`src/rtl/edge_detector_pkg.sv`:
```
// Shared constants and helpers for the edge detector block.
package edge_detector_pkg;

    localparam int unsigned EDGE_RISE = 0;
    localparam int unsigned EDGE_FALL = 1;
    localparam int unsigned EDGE_BOTH = 2;

    localparam int unsigned CNT_W_DEFAULT = 16;
    localparam int unsigned SYNC_MAX      = 4;

    // Pick the strobe that drives cout for a given edge mode.
    function automatic logic sel_edge(input int unsigned mode, input logic r, input logic f);
        logic sel;
        unique case (mode)
            EDGE_FALL: sel = f;
            EDGE_BOTH: sel = r | f;
            default:   sel = r;
        endcase
        return sel;
    endfunction

endpackage

```
`src/rtl/edge_detector_if.sv`:
```
// Signal bundle between a level source and the edge detector.
// EDGE_DETECTOR_COUNT_EN adds the edge_cnt signal.
interface edge_detector_if #(
    parameter int unsigned CNT_W = edge_detector_pkg::CNT_W_DEFAULT
);
    logic cin;
    logic cout;
    logic rise;
    logic fall;

`ifdef EDGE_DETECTOR_COUNT_EN
    logic [CNT_W-1:0] edge_cnt;

    modport master (output cin, input cout, input rise, input fall, input edge_cnt);
    modport slave  (input cin, output cout, output rise, output fall, output edge_cnt);
`else
    if (CNT_W == 0) begin : g_bad_cnt_w
        $error("edge_detector_if: CNT_W must be non-zero");
    end

    modport master (output cin, input cout, input rise, input fall);
    modport slave  (input cin, output cout, output rise, output fall);
`endif

endinterface

```
`src/rtl/edge_sync_chain.sv`:
```
// Flop chain used as a metastability synchronizer ahead of edge detection.
module edge_sync_chain #(
    parameter int unsigned STAGES = 2
) (
    input  logic clk,
    input  logic rstn,
    input  logic d_i,
    output logic q_o
);

    logic [STAGES-1:0] chain_q;
    logic [STAGES-1:0] chain_d;

    if (STAGES < 2) begin : g_bad_stages
        $error("edge_sync_chain: STAGES must be at least 2");
    end

    // Shift the input one stage further down the chain each cycle.
    always_comb begin
        chain_d = {chain_q[STAGES-2:0], d_i};
    end

    // Chain register with synchronous active-low reset.
    always_ff @(posedge clk) begin
        if (!rstn) begin
            chain_q <= '0;
        end else begin
            chain_q <= chain_d;
        end
    end

    assign q_o = chain_q[STAGES-1];

endmodule

```
`src/rtl/edge_detector.sv`:
```
// Registered edge detector: one-cycle pulses on rise, fall and the selected edge (cout).
// Optional edge counter on cout enabled by EDGE_DETECTOR_COUNT_EN.
module edge_detector
    import edge_detector_pkg::*;
#(
    parameter int unsigned EDGE_MODE   = EDGE_RISE,
    parameter int unsigned SYNC_STAGES = 0,
    parameter int unsigned CNT_W       = CNT_W_DEFAULT
) (
    input logic           clk,
    input logic           rstn,
    edge_detector_if.slave bus
);

    // Priming waits for the synchronizer to fill so a reset-zeroed chain never looks like an edge.
    localparam logic [2:0] PrimeLast = 3'(SYNC_STAGES);

    logic cs;

    if (SYNC_STAGES == 1 || SYNC_STAGES > SYNC_MAX) begin : g_bad_sync
        $error("edge_detector: SYNC_STAGES must be 0 or 2..4");
    end
    if (EDGE_MODE > EDGE_BOTH) begin : g_bad_mode
        $error("edge_detector: EDGE_MODE must be 0, 1 or 2");
    end

    if (SYNC_STAGES == 0) begin : g_direct
        assign cs = bus.cin;
    end else begin : g_sync
        edge_sync_chain #(
            .STAGES (SYNC_STAGES)
        ) u_sync (
            .clk  (clk),
            .rstn (rstn),
            .d_i  (bus.cin),
            .q_o  (cs)
        );
    end

    logic       smp_q, smp_d;
    logic       prev_q, prev_d;
    logic       primed_q, primed_d;
    logic [2:0] prime_cnt_q, prime_cnt_d;
    logic       rise_q, rise_d;
    logic       fall_q, fall_d;
    logic       cout_q, cout_d;

    // Priming, history update and edge decode.
    always_comb begin
        smp_d       = cs;
        prev_d      = smp_q;
        primed_d    = primed_q;
        prime_cnt_d = prime_cnt_q;
        rise_d      = 1'b0;
        fall_d      = 1'b0;
        if (!primed_q) begin
            // Seed history with the current sample so no edge is seen out of reset.
            prev_d = cs;
            if (prime_cnt_q == PrimeLast) begin
                primed_d = 1'b1;
            end else begin
                prime_cnt_d = prime_cnt_q + 3'd1;
            end
        end else begin
            rise_d = smp_q & ~prev_q;
            fall_d = ~smp_q & prev_q;
        end
        cout_d = sel_edge(EDGE_MODE, rise_d, fall_d);
    end

    // Sample, history and registered pulse outputs.
    always_ff @(posedge clk) begin
        if (!rstn) begin
            smp_q       <= 1'b0;
            prev_q      <= 1'b0;
            primed_q    <= 1'b0;
            prime_cnt_q <= 3'd0;
            rise_q      <= 1'b0;
            fall_q      <= 1'b0;
            cout_q      <= 1'b0;
        end else begin
            smp_q       <= smp_d;
            prev_q      <= prev_d;
            primed_q    <= primed_d;
            prime_cnt_q <= prime_cnt_d;
            rise_q      <= rise_d;
            fall_q      <= fall_d;
            cout_q      <= cout_d;
        end
    end

    assign bus.cout = cout_q;
    assign bus.rise = rise_q;
    assign bus.fall = fall_q;

`ifdef EDGE_DETECTOR_COUNT_EN
    logic [CNT_W-1:0] cnt_q, cnt_d;

    // Saturating count of cout pulses; updates alongside cout.
    always_comb begin
        cnt_d = cnt_q;
        if (cout_d && (cnt_q != '1)) begin
            cnt_d = cnt_q + CNT_W'(1);
        end
    end

    // Counter register.
    always_ff @(posedge clk) begin
        if (!rstn) begin
            cnt_q <= '0;
        end else begin
            cnt_q <= cnt_d;
        end
    end

    assign bus.edge_cnt = cnt_q;
`else
    if (CNT_W == 0) begin : g_bad_cnt_w
        $error("edge_detector: CNT_W must be non-zero");
    end
`endif

endmodule

```
`src/flat_wrapper.sv`:
```
// flat-port wrapper written by rule: the top's interface ports become plain ports
module edge_detector_flat import edge_detector_pkg::*;
#(
    parameter int unsigned EDGE_MODE   = EDGE_RISE,
    parameter int unsigned SYNC_STAGES = 0,
    parameter int unsigned CNT_W       = CNT_W_DEFAULT
)
  (clk, rstn, bus_cin, bus_cout, bus_rise, bus_fall);
  edge_detector_if #(.CNT_W(CNT_W)) bus_i ();
  input logic clk;
  input logic rstn;
  input wire logic [$bits(bus_i.cin)-1:0] bus_cin;
  output wire logic [$bits(bus_i.cout)-1:0] bus_cout;
  output wire logic [$bits(bus_i.rise)-1:0] bus_rise;
  output wire logic [$bits(bus_i.fall)-1:0] bus_fall;
  assign bus_i.cin = bus_cin;
  assign bus_cout = bus_i.cout;
  assign bus_rise = bus_i.rise;
  assign bus_fall = bus_i.fall;
  edge_detector #(.EDGE_MODE(EDGE_MODE), .SYNC_STAGES(SYNC_STAGES), .CNT_W(CNT_W)) u_core (.clk(clk), .rstn(rstn), .bus(bus_i));
endmodule
```
`config.mk`:
```
export PLATFORM = sky130hd
export DESIGN_NAME = edge_detector_flat
export DESIGN_NICKNAME = d
export VERILOG_FILES = /design/src/rtl/edge_detector_pkg.sv /design/src/rtl/edge_detector_if.sv /design/src/rtl/edge_sync_chain.sv /design/src/rtl/edge_detector.sv /design/src/flat_wrapper.sv
export SDC_FILE = /design/constraint.sdc
export NUM_CORES = 1
export LEC_CHECK = 0
export CELL_PAD_IN_SITES_DETAIL_PLACEMENT = 1
export CELL_PAD_IN_SITES_GLOBAL_PLACEMENT = 1
export CORE_AREA = 5 5 42 44
export CTS_BUF_LIST = sky130_fd_sc_hd__clkbuf_16
export DETAILED_ROUTE_END_ITERATION = 16
export DIE_AREA = 0 0 47 49
export MAX_ROUTING_LAYER = met4
export PLACE_DENSITY_LB_ADDON = 0.1
export SYNTH_ARGS = -nofsm -noshare
export SYNTH_HDL_FRONTEND = slang
export SYNTH_HIERARCHICAL = 1
export SYNTH_SLANG_ARGS = --single-unit
```
`constraint.sdc`:
```
create_clock -name clk -period 1.4 [get_ports clk]
set_clock_uncertainty 0.05 [all_clocks]
set_input_delay 0.28 -clock clk [delete_from_list [all_inputs] [get_ports clk]]
set_output_delay 0.28 -clock clk [all_outputs]
set_load 0.02 [all_outputs]
```
======== After elaboration in Yosys (flattened, before gate mapping) ========
Cells that the tools add are included.
word-level totals
  flip-flop bits (word level) ............. 8
  input bits .............................. 3
  output and inout bits ................... 3
  logic and storage cells ................. 19
operators by class
  add/sub/neg operators ................... 1
  muxes and demuxes ....................... 3
  bitwise gates (word level) .............. 6
  reduce and logical (&&, ||, !) cells .... 3
operators by type and width
  cell                                                            number
  1-bit inverter                                                  4
  2-bit AND reduction                                             2
  3-bit by 1-bit adder with 3-bit output (second input constant)  1
  3-bit logical NOT                                               1
  1-bit 2-to-1 mux                                                3
  1-bit bitwise AND                                               2

======== Depth between registers and ports, before layout ========
  depth after elaboration ................. 3
  depth in mapped cells ................... 4
  mapped depth without buffers ............ 4

======== Worst setup path before layout ========
No wires, ideal clock.
  path type ............................... reg-to-reg
  start point ............................. register u_core.prime_cnt_q[0]
  end point ............................... register u_core.prime_cnt_q[2]
  library setup time ...................... 70 ps
  data arrival time ....................... 1,133 ps
  data required time ...................... 1,280 ps
  path slack .............................. 147 ps
  cell stages (with the launch flop) ...... 5
  buffers on the path ..................... 0
  period minus slack after synthesis ...... 1,253 ps
  cell sequence ........................... dfxtp_1 -> inv_1 -> ha_1 -> or4_1 -> a21boi_1
on the way
  cells in the longest elaborated chain, start to end .. 3
  elaborated cells between the ends (all ways) .. 4
  classes of those cells .................. 1 x add/sub; 1 x bitwise; 2 x reduce/logical
RTL lines
  element                                                                                         RTL line             text
  start, declared                                                                                 edge_detector.sv:43  logic [2:0] prime_cnt_q, prime_cnt_d;
  start signal, assigned                                                                          edge_detector.sv:85  prime_cnt_q <= prime_cnt_d;
  parallel branches: the longest is 3 deep, another holds 3-bit by 1-bit adder with 3-bit output  -
Several ways; the timed one is not identified.
A chain may end at the register's enable or synchronous reset.

======== Final worst setup path ========
Ends and elaborated chain as after synthesis.

==> flow_metrics.env <==
export IMPL_netlist_area_leader_share=0.502
export IMPL_finalHoldViolations=0
export IMPL_synth_simple_area_share=0.188
export IMPL_critPathLaunchType="flip-flop"
export IMPL_path_max_fanout=3
export IMPL_num_io_pins=6
export IMPL_relSlewSlack=0.770
export IMPL_cp_slowest_stage_delay_ps=460
export IMPL_p_int_w=0.000616
export IMPL_drt_iter0_markers=1
export IMPL_clkTransAtPathRegs_ps=40
export IMPL_fill_cells=175
export IMPL_setup_viol=0
export IMPL_cp_data_arrival_time_ps=1410
export IMPL_clockRootBuffer="clkbuf_16"
export IMPL_fin_setup_tns_ps=0
export IMPL_cellLeakagePower_nw=0.186
export IMPL_ys_seq_elements=8
export IMPL_cts_sink_count=8
export IMPL_synth_area_um2=319
export IMPL_synth_compound_area_frac=0.0549
export IMPL_postCtsSetupBuffers=0
export IMPL_antenna_found_initial=0
export IMPL_grt_usage=0.0760
export IMPL_clock_latency_ps=230
export IMPL_critPathBufInv=1
export IMPL_synth_distinct_cells=14
export IMPL_timing_fmax_ghz=0.768
export IMPL_ir_drop_uv=775
export IMPL_critPathCaptureType="flip-flop"
export IMPL_hold_class="reg -> reg"
export IMPL_swShare=0.161
export IMPL_cts_tree="built"
export IMPL_cts_path_max_buffers=2
export IMPL_drt_total_wl_um=580
export IMPL_grt_pass1_wl_um=1130
export IMPL_crit_type="reg -> reg"
export IMPL_synth_xor_area_frac=0
export IMPL_p_switching_w=0.000118
export IMPL_finalCritPeriodShare=0.929
export IMPL_stdcell_count=55
export IMPL_first_pass_iters=2
export IMPL_htree_levels=1
export IMPL_die_x_um=47
export IMPL_ant_nets=0
export IMPL_detail_route_wl_per_cell_um=10.5
export IMPL_pwr_share_clk=0.641
export IMPL_cts_buffers=3
export IMPL_worst_slew_pin_slew_ps=345
export IMPL_path_cells="inv_1 > ha_1 > or4_1 > a21boi_1"
export IMPL_synth_area_top_cells="dfxtp_1 50%, mux2i_1 9.4%, ha_1 7.8%, nand2_1 5.9%, inv_1 4.7%"
export IMPL_drv_slew=0
export IMPL_nets=46
export IMPL_p_total_w=0.000734
export IMPL_power_density_nw_per_um2=1630
export IMPL_dp_cells=52
export IMPL_maxCapViolations=0
export IMPL_die_area_um2=2300
export IMPL_critical_path_slowest_cell="or4_1"
export IMPL_power_frac_comb=0.031
export IMPL_cp_required_ps=1510
export IMPL_yosysSeqAreaShare=0.502
export IMPL_grt_pass1_vias=272
export IMPL_postSynthCellCount=33
export IMPL_rsz0062_at_grt="no"
export IMPL_muxShareOfSynthArea=0.0941
export IMPL_syn_to_final_growth_pct=41.2
export IMPL_grt_max_degree=10
export IMPL_holdBufCountCts=0
export IMPL_fp_dieH_um=49
export IMPL_layout_commonest_cell="dfxtp_1"
export IMPL_ys_warn_count=6
export IMPL_yosys_area_share_adder=0.0784
export IMPL_timing_final_crit_period_ps=1300
export IMPL_status="complete, no violations"
export IMPL_routed_via_density=4.11
export IMPL_layout_common_cells="7 x dfxtp_1, 5 x nand2_1, 4 x inv_1"
export IMPL_via_count=226
export IMPL_synth_avg_cell_area_um2=9.67
export IMPL_gr_total_overflow=0
export IMPL_place_port_buffers=5
export IMPL_cpLargestDelayFamily="simple AND/OR/NAND/NOR gates"
export IMPL_rows=14
export IMPL_diodes=0
export IMPL_gp_congestion=0.636
export IMPL_synth_fp_nets=38
export IMPL_p_seq_frac=0.328
export IMPL_drive_above_1_share=0.103
export IMPL_synth_top_family_by_area="simple AND/OR/NAND/NOR gates"
export IMPL_initial_core_util=0.228
export IMPL_post_route_drc_count=0
export IMPL_core_um2=1400
export IMPL_synth_top_area_cell="dfxtp_1"
[flip-flops by register name, summed over array words and instances, names as in the netlist]
signal	count
u_core/bus.cout	1
u_core/bus.fall	1
u_core/prev_q	1
u_core/smp_q	1
u_core/primed_q	1
u_core/prime_cnt_q	3
[repair_timing]
item,CTS,global route
gates resized for setup,3,1
pin swaps,0,0
setup endpoints to repair,3,3
gates cloned,0,0
[stage by stage]
step	instance area, um^2	util	hold WS, ps	setup WS (ps)
5_1_grt	450	0.321	385	11.6
3_5_place_dp	378	0.270	361	22.4
6_report	450	0.321	361	98.7
3_3_place_gp	378	0.270	347	70.4
2_1_floorplan	319	-	339	147
4_1_cts	449	0.321	367	31.5
[final timing paths]
kind / cells after the start / from / endpoint / slack (ps)
setup / recovery: 4 / u_core/prime_cnt_q[0] / u_core/prime_cnt_q[2] / 100
hold / removal: 1 / u_core/prev_q / u_core/bus.cout / 360
setup reg to reg: 4 / u_core/prime_cnt_q[0] / u_core/prime_cnt_q[2] / 100
hold reg to reg: 1 / u_core/prev_q / u_core/bus.cout / 360
[cells in the mapped netlist]
library cell and count:
a21boi_1 1, a21oi_1 1, and2_1 1, buf_4 1, clkbuf_1 1, dfxtp_1 8
ha_1 2, inv_1 4, mux2i_1 3, nand2_1 5, nor2b_1 2, nor3b_1 2
o21ai_0 1, or4_1 1
[power by group through the flow]
stage               Clock, W  Combinational [W]  Sequential (W)
global route        0.000497          0.0000259        0.000241
CTS                 0.000483          0.0000233        0.000240
detailed placement         0          0.0000248        0.000244
finish              0.000471          0.0000228        0.000240
floorplan                  0          0.0000127        0.000244
global placement           0          0.0000240        0.000244
[cell type report]
cell class | instances | area [um^2] | share of cell area
clock buffer | 3 | 75.1 | 0.167
inverter | 4 | 15.0 | 0.0333
multi-input combinational | 19 | 133 | 0.294
sequential | 8 | 161 | 0.358
tap | 16 | 20.0 | 0.0444
timing repair buffer | 5 | 46.3 | 0.103
[kinds of logic after synthesis]
logic type | Yosys count
AO/OA/AOI/OAI | 3
adder cells (fa/ha/maj) | 2
buffers and inverters | 6
flip-flops | 8
multiplexers | 3
AND/OR/NAND/NOR | 11
[metal layers]
| metal | up-vias | global-route usage | share of wire |
|---|---|---|---|
| li1 | 117 | - | - |
| met1 | 105 | 0.0730 | 0.42 |
| met2 | 4 | 0.109 | 0.51 |
| met3 | 0 | 0.0554 | 0.071 |
| met4 | 0 | 0.0415 | 0 |
| met5 | - | - | 0 |
Power figures use the tool's default switching activity.
